<file path="src/rtl/mmio_dbg_pkg.sv">
// Shared constants for the UART-driven MMIO debug master: command opcodes,
// response codes and the controller state encoding.
package mmio_dbg_pkg;

    localparam logic [7:0] OP_WRITE    = 8'h57;
    localparam logic [7:0] OP_READ     = 8'h52;
    localparam logic [7:0] RSP_OK      = 8'h4B;
    localparam logic [7:0] RSP_TIMEOUT = 8'h54;
    localparam logic [7:0] RSP_BAD_OP  = 8'h3F;

    typedef enum logic [2:0] {
        ST_IDLE,
        ST_ADDR,
        ST_DATA,
        ST_ACCESS,
        ST_RESP
    } state_t;

endpackage

</file>
<file path="src/rtl/mmio_debug_master.sv">
// Byte-stream debug master: parses 'W'/'R' commands from a UART receiver,
// performs one MMIO access with timeout, and streams the response back.
module mmio_debug_master
    import mmio_dbg_pkg::*;
#(
    parameter int unsigned TIMEOUT_CYCLES = 1023
) (
    input  logic        sys_clk,
    input  logic        rst,
    input  logic        in_valid,
    input  logic [7:0]  in_data,
    output logic        in_ready,
    output logic        out_valid,
    output logic [7:0]  out_data,
    input  logic        out_ready,
    output logic        mmio_read,
    output logic        mmio_write,
    output logic [31:0] mmio_addr,
    output logic [31:0] mmio_write_data,
    input  logic        mmio_done,
    input  logic [31:0] mmio_read_data
);

    localparam logic [15:0] TMO_LAST = 16'(TIMEOUT_CYCLES - 1);

    state_t      r_state;
    state_t      w_next_state;
    logic [1:0]  r_byte_cnt;
    logic        r_is_write;
    logic [31:0] r_addr;
    logic [31:0] r_wdata;
    logic [31:0] r_rdata_shift;
    logic [15:0] r_tmo_cnt;
    logic        r_read;
    logic        r_write;
    logic        r_out_valid;
    logic [7:0]  r_out_data;

    logic        w_in_ready;
    logic        w_in_fire;
    logic        w_out_fire;
    logic        w_last_byte;
    logic        w_timeout;
    logic        w_known_op;

    assign w_in_fire   = in_valid && w_in_ready;
    assign w_out_fire  = r_out_valid && out_ready;
    assign w_last_byte = (r_byte_cnt == 2'd3);
    assign w_timeout   = (r_tmo_cnt == TMO_LAST);
    assign w_known_op  = (in_data == OP_WRITE) || (in_data == OP_READ);

    // NOTE: async reset with non-blocking assignments; every flop, including
    // the shift registers, is reset so outputs are defined during rst.
    always_ff @(posedge sys_clk or posedge rst) begin
        if (rst) begin
            r_state <= ST_IDLE;
        end else begin
            r_state <= w_next_state;
        end
    end

    // NOTE: defaults first so no path through the case infers a latch.
    always_comb begin
        w_next_state = r_state;
        w_in_ready   = 1'b0;
        unique case (r_state)
            ST_IDLE: begin
                w_in_ready = !rst;
                if (w_in_fire) begin
                    w_next_state = w_known_op ? ST_ADDR : ST_RESP;
                end
            end
            ST_ADDR: begin
                w_in_ready = !rst;
                if (w_in_fire && w_last_byte) begin
                    w_next_state = r_is_write ? ST_DATA : ST_ACCESS;
                end
            end
            ST_DATA: begin
                w_in_ready = !rst;
                if (w_in_fire && w_last_byte) begin
                    w_next_state = ST_ACCESS;
                end
            end
            ST_ACCESS: begin
                if (mmio_done || w_timeout) begin
                    w_next_state = ST_RESP;
                end
            end
            ST_RESP: begin
                if (w_out_fire && (r_byte_cnt == 2'd0)) begin
                    w_next_state = ST_IDLE;
                end
            end
            default: w_next_state = ST_IDLE;
        endcase
    end

    always_ff @(posedge sys_clk or posedge rst) begin
        if (rst) begin
            r_byte_cnt    <= 2'd0;
            r_is_write    <= 1'b0;
            r_addr        <= 32'd0;
            r_wdata       <= 32'd0;
            r_rdata_shift <= 32'd0;
            r_tmo_cnt     <= 16'd0;
            r_read        <= 1'b0;
            r_write       <= 1'b0;
            r_out_valid   <= 1'b0;
            r_out_data    <= 8'd0;
        end else begin
            unique case (r_state)
                ST_IDLE: begin
                    if (w_in_fire) begin
                        r_byte_cnt <= 2'd0;
                        r_is_write <= (in_data == OP_WRITE);
                        if (!w_known_op) begin
                            r_out_valid <= 1'b1;
                            r_out_data  <= RSP_BAD_OP;
                        end
                    end
                end
                ST_ADDR: begin
                    if (w_in_fire) begin
                        r_addr     <= {in_data, r_addr[31:8]};
                        r_byte_cnt <= r_byte_cnt + 2'd1;
                        if (w_last_byte && !r_is_write) begin
                            r_read    <= 1'b1;
                            r_tmo_cnt <= 16'd0;
                        end
                    end
                end
                ST_DATA: begin
                    if (w_in_fire) begin
                        r_wdata    <= {in_data, r_wdata[31:8]};
                        r_byte_cnt <= r_byte_cnt + 2'd1;
                        if (w_last_byte) begin
                            r_write   <= 1'b1;
                            r_tmo_cnt <= 16'd0;
                        end
                    end
                end
                ST_ACCESS: begin
                    // Completion outranks a timeout landing on the same edge.
                    if (mmio_done) begin
                        r_read      <= 1'b0;
                        r_write     <= 1'b0;
                        r_out_valid <= 1'b1;
                        if (r_is_write) begin
                            r_out_data <= RSP_OK;
                            r_byte_cnt <= 2'd0;
                        end else begin
                            r_out_data    <= mmio_read_data[7:0];
                            r_rdata_shift <= {8'd0, mmio_read_data[31:8]};
                            r_byte_cnt    <= 2'd3;
                        end
                    end else if (w_timeout) begin
                        r_read      <= 1'b0;
                        r_write     <= 1'b0;
                        r_out_valid <= 1'b1;
                        r_out_data  <= RSP_TIMEOUT;
                        r_byte_cnt  <= 2'd0;
                    end else begin
                        r_tmo_cnt <= r_tmo_cnt + 16'd1;
                    end
                end
                ST_RESP: begin
                    // r_byte_cnt holds the number of bytes still to follow.
                    if (w_out_fire) begin
                        if (r_byte_cnt == 2'd0) begin
                            r_out_valid <= 1'b0;
                            r_out_data  <= 8'd0;
                        end else begin
                            r_out_data    <= r_rdata_shift[7:0];
                            r_rdata_shift <= {8'd0, r_rdata_shift[31:8]};
                            r_byte_cnt    <= r_byte_cnt - 2'd1;
                        end
                    end
                end
                default: ;
            endcase
        end
    end

    assign in_ready        = w_in_ready;
    assign out_valid       = r_out_valid;
    assign out_data        = r_out_data;
    assign mmio_read       = r_read;
    assign mmio_write      = r_write;
    assign mmio_addr       = r_addr;
    assign mmio_write_data = r_wdata;

endmodule

</file>
<file path="config.mk">
export PLATFORM = sky130hd
export DESIGN_NAME = mmio_debug_master
export DESIGN_NICKNAME = d
export VERILOG_FILES = /design/src/rtl/mmio_dbg_pkg.sv /design/src/rtl/mmio_debug_master.sv
export SDC_FILE = /design/constraint.sdc
export NUM_CORES = 1
export LEC_CHECK = 0
export CELL_PAD_IN_SITES_DETAIL_PLACEMENT = 0
export CELL_PAD_IN_SITES_GLOBAL_PLACEMENT = 1
export CORE_MARGIN = 1.5
export CORE_UTILIZATION = 39
export CTS_BUF_LIST = sky130_fd_sc_hd__clkbuf_16
export DETAILED_ROUTE_END_ITERATION = 8
export HOLD_SLACK_MARGIN = 0.12
export PLACE_DENSITY_LB_ADDON = 0.08
export SLEW_MARGIN = 40
export SYNTH_ARGS = -nofsm -noshare
export SYNTH_HDL_FRONTEND = slang
export SYNTH_SLANG_ARGS = --single-unit
</file>
<file path="constraint.sdc">
create_clock -name sys_clk -period 4.3 [get_ports sys_clk]
set_input_delay 0.645 -clock sys_clk [delete_from_list [all_inputs] [get_ports sys_clk]]
set_output_delay 0.645 -clock sys_clk [all_outputs]
set_load 0.01 [all_outputs]
</file>
## Word-level counts from Yosys, hierarchy flattened

Cells that the tools add are included.

- Bits of input ports: 45
- Output and inout port bits: 76
- Word-level logic and storage cells: 123
- Bits in registers: 129

- Reductions and logical operators: 30
- Eq/ne operators: 27
- Mux-type cells: 52
- $add $sub $neg: 3

Operator list:

| cell | number |
|---|---|
| $mux 32 | 4 |
| $mux 16 | 6 |
| $pmux 32 s2 | 1 |
| $mux 8 | 7 |
| $pmux 16 s3 | 1 |
| $ne 2x2->1 const B | 17 |
| $pmux 8 s3 | 1 |
| $mux 3 | 6 |
| $add 16x1->16 const B | 1 |
| $eq 16x10->1 const B | 1 |
| $eq 8x7->1 const B | 2 |
| $pmux 3 s5 | 1 |
| $reduce_and 5->1 | 3 |
| $mux 1 | 14 |
| $mux 2 | 7 |
| $reduce_and 6->1 | 2 |
| $pmux 2 s4 | 1 |
| $reduce_and 4->1 | 2 |
| $reduce_and 7->1 | 1 |
| $eq 3x2->1 const B | 2 |
| $reduce_and 2->1 | 3 |
| $reduce_bool 2->1 | 3 |
| $reduce_bool 3->1 | 2 |
| $logic_and 1x1->1 | 5 |
| other kinds (16) | 19 |

## Logic depth before layout (Yosys ltp)

- Word-level depth: 7
- Gate-level depth with buffers: 8
- Depth with buffers taken out: 7

## Worst setup path before layout

Ideal clock, no wire load.

- Path type: register to register
- From: register r_tmo_cnt[0]
- To: register r_out_data[2], in the netlist out_data[2]
- Arrival: 1.901 ns
- Stages on the path, launching flop included: 9
- Path slack: 2.274 ns
- Cells stage by stage: dfrtp_1 -> inv_1 -> ha_1 -> nor4b_1 -> nand4_1 -> o21a_1 -> and3b_1 -> buf_2 -> mux2_2

- Word-level cells in the longest chain between the ends: 3

Ends and longest elaborated chain:

| item | RTL line | RTL |
|---|---|---|
| from (decl) | mmio_debug_master.sv:33 | `logic [15:0] r_tmo_cnt;` |
| from (signal assigned) | mmio_debug_master.sv:164 | `r_tmo_cnt <= r_tmo_cnt + 16'd1;` |
| $eq 16x10->1 | mmio_debug_master.sv:49 | `assign w_timeout = (r_tmo_cnt == TMO_LAST);` |
| $ne 3x3->1 (no source line) | - |  |
| $reduce_and 5->1 (no source line) | - |  |
| to (signal assigned) | mmio_debug_master.sv:153 | `r_out_data <= mmio_read_data[7:0];` |
| to (signal assigned) | mmio_debug_master.sv:174 | `r_out_data <= r_rdata_shift[7:0];` |
| to (decl) | mmio_debug_master.sv:37 | `logic [7:0] r_out_data;` |

No other way between the ends.
A chain may end at the register's enable or synchronous reset.

## Final worst setup path

- From: register r_state[2]
- To: register r_out_data[2], in the netlist out_data[2]

- Word-level cells in the longest chain between the ends: 6

Ends and longest elaborated chain:

| item | RTL line | RTL |
|---|---|---|
| from (decl) | mmio_debug_master.sv:26 | `state_t r_state;` |
| from (signal assigned) | mmio_debug_master.sv:58 | `r_state <= w_next_state;` |
| $eq 3x2->1 (tied with other cells) | mmio_debug_master.sv:66 | `unique case (r_state)` |
| $reduce_or 3->1 (no source line) | - |  |
| $mux 1 | - |  |
| $logic_and 1x1->1 | mmio_debug_master.sv:46 | `assign w_in_fire = in_valid && w_in_ready;` |
| $ne 2x2->1 (no source line) | - |  |
| $reduce_and 5->1 (no source line) | - |  |

Parallel ways exist; a longest one is shown, timed or not.

==> flow_summary_export.csv <==
group,metric,value,unit
drt,met2_length,6360,um
cts,cts-root-buf,"clkbuf_16",
sta,finalSetupViolCount,0,
logic_synthesis,yosysWarnings,0,
sta,drv_slew,0,
logic_synthesis,synthesis.area,5500,um^2
logic_synthesis,synthArstFlopShare,100,%
logic_synthesis,synth_cell_types,60,
pwr,leakage,3.27,nW
finish,diodes,0,
logic_synthesis,synth-xor-area-share,0.478,%
logic_synthesis,synth.area.top_cells,"dfrtp_1 55%, mux2_2 14%, nand2_1 4.5%, nor2_1 2.5%, a21oi_1 2.2%",
min_path,hp-class,"reg -> reg",
floorplan,die-area,14800,um^2
sta,relSlewSlack,55.2,%
cts,clkSlewWorstSetupHoldPaths,50,ps
logic_synthesis,synth_mux_area_share,14.5,%
placement,place_inst,776,
sta,tightest_slew,672,ps
outcome,outcome,"finished, final reports clean",
sta,fin_crit,2840,ps
sta,rsz0062_at_grt,"no",
global_routing,grt_overflow,0,
drt,dr.first_iter.drc_count,248,
drt,vias,4175,
pwr,p_per_area,475,nW/um^2
critical_path,arrival,3140,ps
drt,ant_nets,0,
critical_path,cp-end-kind,"flip-flop",
cts,cts_resized,0,
logic_synthesis,synth_enable_flop_cells,0,
logic_synthesis,synthFlopType,"dfrtp_1",
critical_path,cpPeakStageDelay,770,ps
drt,vias_per_cell,5.17,
drt,finalWirelength,13200,um
floorplan,start_util,39.8,%
cts,cts_buffers,17,
finish,multi_input_area,2320,um^2
drt,top_layer,"met4",
placement,port_buffers,120,
drt,drt-met1-wl,5990,um
sta,fin_setup_tns,0,ps
critical_path,path_max_fanout,28,
cts,cts_setup_buffers,0,
floorplan,die_y,122,um
placement,gp_congestion,0.807,
finish,stdcell_area,7430,um^2
logic_synthesis,synthAdderAreaFrac,0.455,%
sta,period_share,66.0,%
finish,utilization,53.8,%
sta,clock.fmax,352,MHz
placement,dp_hpwl,9200,um
logic_synthesis,syn_nets,548,
drt,first_pass_iters,4,
cts,clk_path_buf_depth,2,
logic_synthesis,synth.avg_cell_area,11.0,um^2
drt,drc,0,
cts,worstSkewPairLatency,420,ps
critical_path,required,4600,ps
finish,final_cell_mix,"121 x dfrtp_1, 120 x clkdlybuf4s50_1, 69 x mux2_2, 66 x nand2_1, 36 x nor2_1",
placement,place_ws,1300,ps
floorplan,io_pins,121,
floorplan,chipWidth,122,um
finish,fill_cells,1191,
global_routing,grt_use_total,19.0,%
critical_path,path_class,"reg -> reg",
logic_synthesis,synth_seq_cells,121,
placement,place_area,6860,um^2
global_routing,antenna_found_initial,0,
sta,hold_ws,465,ps
logic_synthesis,yosys.area.top_type,"dfrtp_1",
cts,cts_tree,"done",
logic_synthesis,synth_compound_area_share,11.3,%
critical_path,crit_path_start_kind,"flip-flop",
finish,fin_nets,663,
finish,syn_to_final_growth,35.1,%
pwr,finalPower,3.53,mW
pwr,irDropWorstVdd,0.254,mV
floorplan,core_area,13800,um^2
cts,ctsHoldBuffers,0,
drt,route.met3.wl,568,um
logic_synthesis,yosysTopAreaCellShare,55.1,%
finish,final_cells,807,
cts,cts_htree_levels,4,
sta,layout_setup_ws,1460,ps
critical_path,path_cells,"or3b_2 > o21ai_1 > o21bai_1 > and3b_1 > mux2_2",
finish,layout_commonest_cell,"dfrtp_1",
sta,skew,6.99,ps
logic_synthesis,synth-simple-area-share,15.2,%
finish,register_area,3030,um^2
logic_synthesis,ys_seq_area_share,55.1,%
global_routing,grt_max_degree,63,
global_routing,grt_pass1_vias,4219,
floorplan,fp-row-count,43,
cts,numClockSinks,121,
critical_path,slowest_stage,"or3b_2",
global_routing,grt_pass1_wl,21500,um
sta,hold_viol_final,0,
drt,post_drt_wl_per_cell,16.4,um
finish,layout-drive-gt1-share,19.1,%
flow_run,drv_cap,0,
logic_synthesis,synth_cells,501,
logic_synthesis,synth_top_family_by_area,"simple AND/OR/NAND/NOR gates",
## worst max-delay path: cells and delay by family, from the launching register on
| family | cells | cell delay, ps |
|---|---|---|
| AO/OA/AOI/OAI | 2 | 410 |
| flip-flops | 1 | 700 |
| multiplexers | 1 | 390 |
| AND/OR/NAND/NOR | 2 | 1220 |
## power by group
part / switching (mW) / internal (mW)
sequential: 0.133 / 1.30
clock: 0.504 / 0.838
combinational: 0.382 / 0.378
## cells in the mapped netlist, drive strengths merged (2+ instances only)
library cell / count
a211o: 2
a211oi: 2
a21o: 2
a21oi: 25
a22oi: 2
a2bb2oi: 3
a31o: 3
a31oi: 19
and3: 3
and3b: 2
buf: 11
clkbuf: 19
dfrtp: 121
ha: 2
inv: 10
mux2: 69
mux2i: 2
nand2: 66
nand2b: 9
nand3: 15
nand3b: 2
nand4: 6
nor2: 37
nor3: 8
nor4: 2
nor4b: 2
o21a: 5
o21ai: 10
o21bai: 3
o22ai: 3
o31a: 2
o31ai: 9
or2: 3
or3: 2
or4: 5
xor2: 2
## registers in the layout (all words and copies together), names as in the netlist
signal	count
r_byte_cnt	2
out_valid	1
out_data	8
r_is_write	1
r_tmo_cnt	16
mmio_write_data	32
mmio_addr	32
mmio_read	1
r_state	3
mmio_write	1
r_rdata_shift	24
## kinds of logic (layout without fill, tap and decap cells)
logic type               count (synthesis)  count (layout)
AND/OR/NAND/NOR                        170             170
buffers and inverters                   40             166
flip-flops                             121             121
AO/OA/AOI/OAI                           94              94
XOR/XNOR                                 3               3
adder cells (fa/ha/maj)                  2               2
multiplexers                            71              71
## final timing paths
| check | cells past startpoint | slack (ps) | from | endpoint |
|---|---|---|---|---|
| min in group asynchronous | 2 | 750 | rst | r_state[1] |
| max | 5 | 1460 | r_state[2] | out_data[2] |
| max in group asynchronous | 3 | 2830 | rst | r_rdata_shift[16] |
| max reg2reg | 5 | 1460 | r_state[2] | out_data[2] |
| min | 2 | 460 | r_rdata_shift[18] | r_rdata_shift[18] |
| min reg2reg | 2 | 460 | r_rdata_shift[18] | r_rdata_shift[18] |
## routing by layer
metal,vias up,global-route usage (%)
li1,2020,-
met5,-,0
met3,23,5.34
met1,2044,24.8
met2,88,29.3
met4,0,8.82
## final cells by class
class / count / area share (%)
clock buffer: 17 / 5.72
timing repair buffer: 126 / 17.0
multi-input combinational: 340 / 31.2
inverter: 10 / 0.572
sequential: 121 / 40.7
clock inverter: 13 / 1.77
tap: 180 / 3.03
(Power assumes the default switching activity.)
